<file path="config.mk">
export PLATFORM = sky130hd
export DESIGN_NAME = vga_sync
export DESIGN_NICKNAME = d
export VERILOG_FILES = /design/src/rtl/vga_pkg.sv /design/src/rtl/vga_counter.sv /design/src/rtl/vga_sync.sv
export SDC_FILE = /design/constraint.sdc
export NUM_CORES = 1
export LEC_CHECK = 0
export ABC_AREA = 0
export CAP_MARGIN = 10
export CORE_MARGIN = 4
export CORE_UTILIZATION = 46
export CTS_CLUSTER_DIAMETER = 100
export DETAILED_ROUTE_END_ITERATION = 10
export GPL_ROUTABILITY_DRIVEN = 0
export PLACE_DENSITY = 0.87
export SETUP_SLACK_MARGIN = 0.05
export SYNTH_ARGS = -nofsm -noshare
export SYNTH_HDL_FRONTEND = slang
export SYNTH_SLANG_ARGS = --single-unit
</file>
<file path="constraint.sdc">
create_clock -name clk -period 2.5 [get_ports clk]
set_input_delay 0.625 -clock clk [delete_from_list [all_inputs] [get_ports clk]]
set_output_delay 0.625 -clock clk [all_outputs]
set_load 0.03 [all_outputs]
</file>
<file path="src/rtl/vga_pkg.sv">
// Shared timing constants and colour/coordinate definitions for the VGA pipeline.
// The graphic stage imports the same coordinate width so x/y buses always match.
package vga_pkg;

  localparam int unsigned COORD_W = 11;
  localparam int unsigned COLOR_W = 8;
  localparam logic [COLOR_W-1:0] COLOR_NULL = 8'h00;

  // 640x480@60 defaults
  localparam int unsigned H_ACTIVE_DEF = 640;
  localparam int unsigned H_FP_DEF     = 16;
  localparam int unsigned H_SYNC_DEF   = 96;
  localparam int unsigned H_BP_DEF     = 48;
  localparam int unsigned V_ACTIVE_DEF = 480;
  localparam int unsigned V_FP_DEF     = 10;
  localparam int unsigned V_SYNC_DEF   = 2;
  localparam int unsigned V_BP_DEF     = 33;

  function automatic int unsigned clog2_min1(input int unsigned n);
    return (n > 32'd1) ? $clog2(n) : 32'd1;
  endfunction

endpackage

</file>
<file path="src/rtl/vga_counter.sv">
// Generic 0..MAX wrap counter with enable and synchronous clear.
// o_tc flags the terminal value so counters can be chained.
module vga_counter #(
  parameter int unsigned W   = 11,
  parameter int unsigned MAX = 1
) (
  input  logic         clk,
  input  logic         i_clr,
  input  logic         i_en,
  output logic [W-1:0] o_cnt,
  output logic         o_tc
);

  localparam logic [W-1:0] L_MAX = W'(MAX);

  logic [W-1:0] r_cnt;

  // count register: clear wins, otherwise step and wrap on enable
  always_ff @(posedge clk) begin
    if (i_clr) begin
      r_cnt <= {W{1'b0}};
    end else if (i_en) begin
      if (r_cnt == L_MAX) begin
        r_cnt <= {W{1'b0}};
      end else begin
        r_cnt <= r_cnt + {{(W-1){1'b0}}, 1'b1};
      end
    end else begin
      r_cnt <= r_cnt;
    end
  end

  assign o_cnt = r_cnt;
  assign o_tc  = (r_cnt == L_MAX);

endmodule

</file>
<file path="src/rtl/vga_sync.sv">
// VGA timing generator: pixel divider, x/y beam counters, and a two-stage output
// pipeline that blanks the graphic stage's colour and re-aligns hsync/vsync with it.
module vga_sync
  import vga_pkg::*;
#(
  parameter int unsigned H_ACTIVE = H_ACTIVE_DEF,
  parameter int unsigned H_FP     = H_FP_DEF,
  parameter int unsigned H_SYNC   = H_SYNC_DEF,
  parameter int unsigned H_BP     = H_BP_DEF,
  parameter int unsigned V_ACTIVE = V_ACTIVE_DEF,
  parameter int unsigned V_FP     = V_FP_DEF,
  parameter int unsigned V_SYNC   = V_SYNC_DEF,
  parameter int unsigned V_BP     = V_BP_DEF,
  parameter int unsigned CLK_DIV  = 2,
  parameter logic        SYNC_POL = 1'b0
) (
  input  logic               clk,
  input  logic               rst,
  output logic [COORD_W-1:0] x,
  output logic [COORD_W-1:0] y,
  output logic               pix_tick,
  output logic               video_on,
  output logic               frame_start,
  input  logic [COLOR_W-1:0] rgb_in,
  output logic [COLOR_W-1:0] rgb_out,
  output logic               hsync,
  output logic               vsync
);

  localparam int unsigned H_TOTAL = H_ACTIVE + H_FP + H_SYNC + H_BP;
  localparam int unsigned V_TOTAL = V_ACTIVE + V_FP + V_SYNC + V_BP;
  localparam int unsigned DIV_W   = clog2_min1(CLK_DIV);

  localparam logic [COORD_W-1:0] L_H_ACTIVE = COORD_W'(H_ACTIVE);
  localparam logic [COORD_W-1:0] L_V_ACTIVE = COORD_W'(V_ACTIVE);
  localparam logic [COORD_W-1:0] L_HS_START = COORD_W'(H_ACTIVE + H_FP);
  localparam logic [COORD_W-1:0] L_HS_END   = COORD_W'(H_ACTIVE + H_FP + H_SYNC);
  localparam logic [COORD_W-1:0] L_VS_START = COORD_W'(V_ACTIVE + V_FP);
  localparam logic [COORD_W-1:0] L_VS_END   = COORD_W'(V_ACTIVE + V_FP + V_SYNC);

  logic [DIV_W-1:0]   w_div;
  logic               w_pix_tick;
  logic [COORD_W-1:0] w_x;
  logic [COORD_W-1:0] w_y;
  logic               w_x_tc;
  logic               w_unused_y_tc;
  logic               w_video_on;
  logic               w_hs_raw;
  logic               w_vs_raw;

  logic               r_video_d1;
  logic               r_hs_d1;
  logic               r_vs_d1;
  logic [COLOR_W-1:0] r_rgb_out;
  logic               r_hsync;
  logic               r_vsync;

  vga_counter #(.W(DIV_W), .MAX(CLK_DIV - 1)) u_div (
    .clk   (clk),
    .i_clr (rst),
    .i_en  (1'b1),
    .o_cnt (w_div),
    .o_tc  (w_pix_tick)
  );

  vga_counter #(.W(COORD_W), .MAX(H_TOTAL - 1)) u_x (
    .clk   (clk),
    .i_clr (rst),
    .i_en  (w_pix_tick),
    .o_cnt (w_x),
    .o_tc  (w_x_tc)
  );

  // y only steps on the pixel tick that wraps x
  vga_counter #(.W(COORD_W), .MAX(V_TOTAL - 1)) u_y (
    .clk   (clk),
    .i_clr (rst),
    .i_en  (w_pix_tick & w_x_tc),
    .o_cnt (w_y),
    .o_tc  (w_unused_y_tc)
  );

  assign w_video_on = (w_x < L_H_ACTIVE) && (w_y < L_V_ACTIVE);
  assign w_hs_raw   = (w_x >= L_HS_START) && (w_x < L_HS_END);
  assign w_vs_raw   = (w_y >= L_VS_START) && (w_y < L_VS_END);

  // stage 1: delay decodes to line up with the graphic stage's registered colour
  always_ff @(posedge clk) begin
    if (rst) begin
      r_video_d1 <= 1'b0;
      r_hs_d1    <= 1'b0;
      r_vs_d1    <= 1'b0;
    end else begin
      r_video_d1 <= w_video_on;
      r_hs_d1    <= w_hs_raw;
      r_vs_d1    <= w_vs_raw;
    end
  end

  // stage 2: blank colour outside the active area and apply sync polarity
  always_ff @(posedge clk) begin
    if (rst) begin
      r_rgb_out <= COLOR_NULL;
      r_hsync   <= ~SYNC_POL;
      r_vsync   <= ~SYNC_POL;
    end else begin
      r_rgb_out <= r_video_d1 ? rgb_in : COLOR_NULL;
      r_hsync   <= r_hs_d1 ? SYNC_POL : ~SYNC_POL;
      r_vsync   <= r_vs_d1 ? SYNC_POL : ~SYNC_POL;
    end
  end

  assign x           = w_x;
  assign y           = w_y;
  assign pix_tick    = w_pix_tick;
  assign video_on    = w_video_on;
  assign frame_start = (w_x == {COORD_W{1'b0}}) && (w_y == {COORD_W{1'b0}})
                     && (w_div == {DIV_W{1'b0}}) && !rst;
  assign rgb_out     = r_rgb_out;
  assign hsync       = r_hsync;
  assign vsync       = r_vsync;

endmodule

</file>
==> flow_summary.yaml, run 1 <==
route:
  via_per_inst: 5.50
  drt_iter0_drc: 76
  routed.top_layer: "met4"
  met2_length_mm: 1.77
  ant_nets: 0
  wire_per_inst_um: 14.2
  drc_errors: 0
  vias: 1469
  drt-total-wl_mm: 3.80
  drt-met1-wl_mm: 1.67
  drtPass1Iterations: 4
  wl_met3_um: 279
floorplanning:
  die_w_um: 66.3
  core_area_um2: 3150
  initial_core_util_pct: 49.6
  fp.dieH_um: 66.3
  num_rows: 20
  die_area_um2: 4400
  ios: 45
clocking:
  insertion_delay_ns: 0.34
  max-clock-path-buffers: 2
  cts_tree: "built"
  cts_root_buf: "clkbuf_4"
  cts_hold_buf: 0
  numCtsBuffers: 5
  clkTransAtPathRegs_ns: 0.10
  h-tree-depth: 2
  cts_sinks: 36
sta:
  tightest_slew_ns: 0.572
  min_period_ns: 2.30
  setup_violations: 0
  max-slew-margin-rel_pct: 61.5
  min_period_over_period_pct: 92.2
  max_freq_ghz: 0.434
  rsz0062_at_grt: "no"
  setup_slack_ns: 0.195
  setup_tns_ns: 0
  fin_skew_ns: 0.00602
  finalHoldViolations: 0
  final_max_slew_viol_count: 0
worst_hold_path:
  hp-class: "reg -> reg"
synth:
  synthAdderAreaFrac_pct: 3.20
  synthTopCellsByCount: "dfxtp_1, nor2_1, a21oi_1"
  synth_compound_area_share_pct: 8.72
  yosysWarningCount: 0
  synthFlopType: "dfxtp_1"
  synth_top_area_share_pct: 46.1
  yosysMostFrequentCell: "dfxtp_1"
  synth-async-reset-ratio_pct: 0
  netlist_instances: 177
  synth_mux_area_share_pct: 0
  synth_top_family_by_area: "simple AND/OR/NAND/NOR gates"
  ys_types: 33
  synth_edf_count: 0
  synth_seq_area_share_pct: 46.1
  synth_nets: 191
  synth_area_um2: 1560
  syn_area_per_cell_um2: 8.84
  postSynthRegisterBits: 36
  synth.area.top_cells: "dfxtp_1, nor2_1, a21oi_1"
  synth-xor-area-share_pct: 5.60
  synth-simple-area-share_pct: 32.4
  synth_top_area_cell: "dfxtp_1"
finish:
  area_growth_pct: 38.3
  drive_above_1_share_pct: 5.83
  diodes: 0
  num-nets-final: 236
global_route:
  grt_max_degree: 21
  grt.overflow.total: 0
  grt_usage_pct: 18.9
  grt_pass1_wl_mm: 6.35
  grt_pass1_vias: 1366
  antenna_found_initial: 0
setup_path:
  crit_family: "buffers and inverters"
  cpPeakStageDelay_ns: 0.45
  cpMaxStageDelayCell: "clkdlybuf4s50_1"
  worst-setup-path-type: "in -> out"
  startpoint_type: "input pin"
  worst-endpoint-arrival_ns: 1.68
  path_buf_inv: 2
  path_max_fanout: 2
  crit_path_end_kind: "output pin"
  worstPathCellList: "clkdlybuf4s50_1 -> nor3_2 -> nand3_1 -> nor2_1 -> buf_4"
  required_ns: 1.88
power:
  powerDensity_nw_per_um2: 606
  p_leak_nw: 0.745
  vdd_ir_drop_max_mv: 0.339
place:
  dp_hpwl_mm: 2.69
  port_buffers: 44
  dp_slack_ns: 0.190
status:
  status: "finished, final reports clean"
flow_run:
  cap_violations: 0
-- repair_timing --
item | CTS | global route
resized for setup | 1 | 1
endpoints found under the setup margin | 1 | 1
gates cloned | 0 | 0
setup buffers | 0 | 0
-- state kept, by name, indices dropped and copies added, names as in the netlist --
| register | flops |
|---|---|
| hsync | 1 |
| r_hs_d1 | 1 |
| r_video_d1 | 1 |
| r_vs_d1 | 1 |
| rgb_out | 8 |
| u_div.o_cnt | 1 |
| u_x.o_cnt | 11 |
| u_y.o_cnt | 11 |
| vsync | 1 |
-- final timing paths --
kind | startpoint | to | slack, ns | cells past startpoint
setup / recovery | rst | frame_start | 0.20 | 5
setup reg to reg | u_x.o_cnt[0] | u_y.o_cnt[10] | 0.35 | 5
hold / removal | r_vs_d1 | vsync | 0.39 | 1
hold reg to reg | r_vs_d1 | vsync | 0.39 | 1
-- cell type report --
type / instances / area [um2]
clock buffer: 5 / 37.5
inverter: 6 / 22.5
sequential: 36 / 721
multi-input combinational: 127 / 786
tap: 44 / 55.1
clock inverter: 3 / 90.1
timing repair buffer: 46 / 452
fill: 249 / 990
-- through the flow --
stage | total power, mW | cell area (um2) | instances | hold slack [ns] | util, %
floorplan | 0.663 | 1560 | 177 | 0.356 | -
global placement | 0.710 | 2030 | 259 | 0.357 | 64.4
global route | 1.35 | 2160 | 267 | 0.410 | 68.6
finish | 1.31 | 2160 | 267 | 0.388 | 68.6
detailed placement | 0.711 | 2030 | 259 | 0.366 | 64.4
CTS | 1.32 | 2160 | 267 | 0.392 | 68.5
-- per-layer routing --
metal  up-vias  global-route usage (%)
li1        719                       -
met1       691                    24.4
met2        53                    29.5
met3         6                    4.59
met4         0                    8.38
met5         -                       0
-- placed cells by master (no fill, tap or decap), drive strengths merged, types with 4 or more instances in the layout --
cell type | netlist | layout
and3 | 4 | 4
o21ai | 6 | 6
clkdlybuf4s50 | 0 | 42
clkbuf | 5 | 5
a21oi | 12 | 12
inv | 6 | 6
nor3 | 6 | 6
nand2b | 4 | 4
dfxtp | 36 | 36
or3 | 6 | 6
xnor2 | 5 | 5
nand3 | 11 | 11
ha | 4 | 4
xor2 | 5 | 5
nand4 | 7 | 7
nor2 | 17 | 17
and2 | 9 | 9
nand2 | 8 | 8
-- where the power goes --
part | total [mW] | switching (mW) | internal (mW)
combinational | 0.102 | 0.0517 | 0.0507
clock | 0.611 | 0.199 | 0.412
sequential | 0.597 | 0.0119 | 0.585
total | 1.31 | 0.263 | 1.05
-- logic make-up after synthesis --
kind of cell               Yosys count
AOI/OAI and AO/OA                   24
xor gates and xnor gates            10
adders and majority gates            4
buffers and inverters               14
DFF                                 36
and+or+nand+nor                     89
Note: power is estimated with default switching activity, not from simulation.
==> inputs of run 2 (changes only) <==
--- a/config.mk
+++ b/config.mk
@@ -14,6 +14,7 @@
 export GPL_ROUTABILITY_DRIVEN = 0
 export PLACE_DENSITY = 0.87
 export SETUP_SLACK_MARGIN = 0.05
+export SKIP_LAST_GASP = 1
 export SYNTH_ARGS = -nofsm -noshare
 export SYNTH_HDL_FRONTEND = slang
 export SYNTH_SLANG_ARGS = --single-unit
==> results of run 2 <==
Final layout, timing and power as in run 1 (identical DEF).
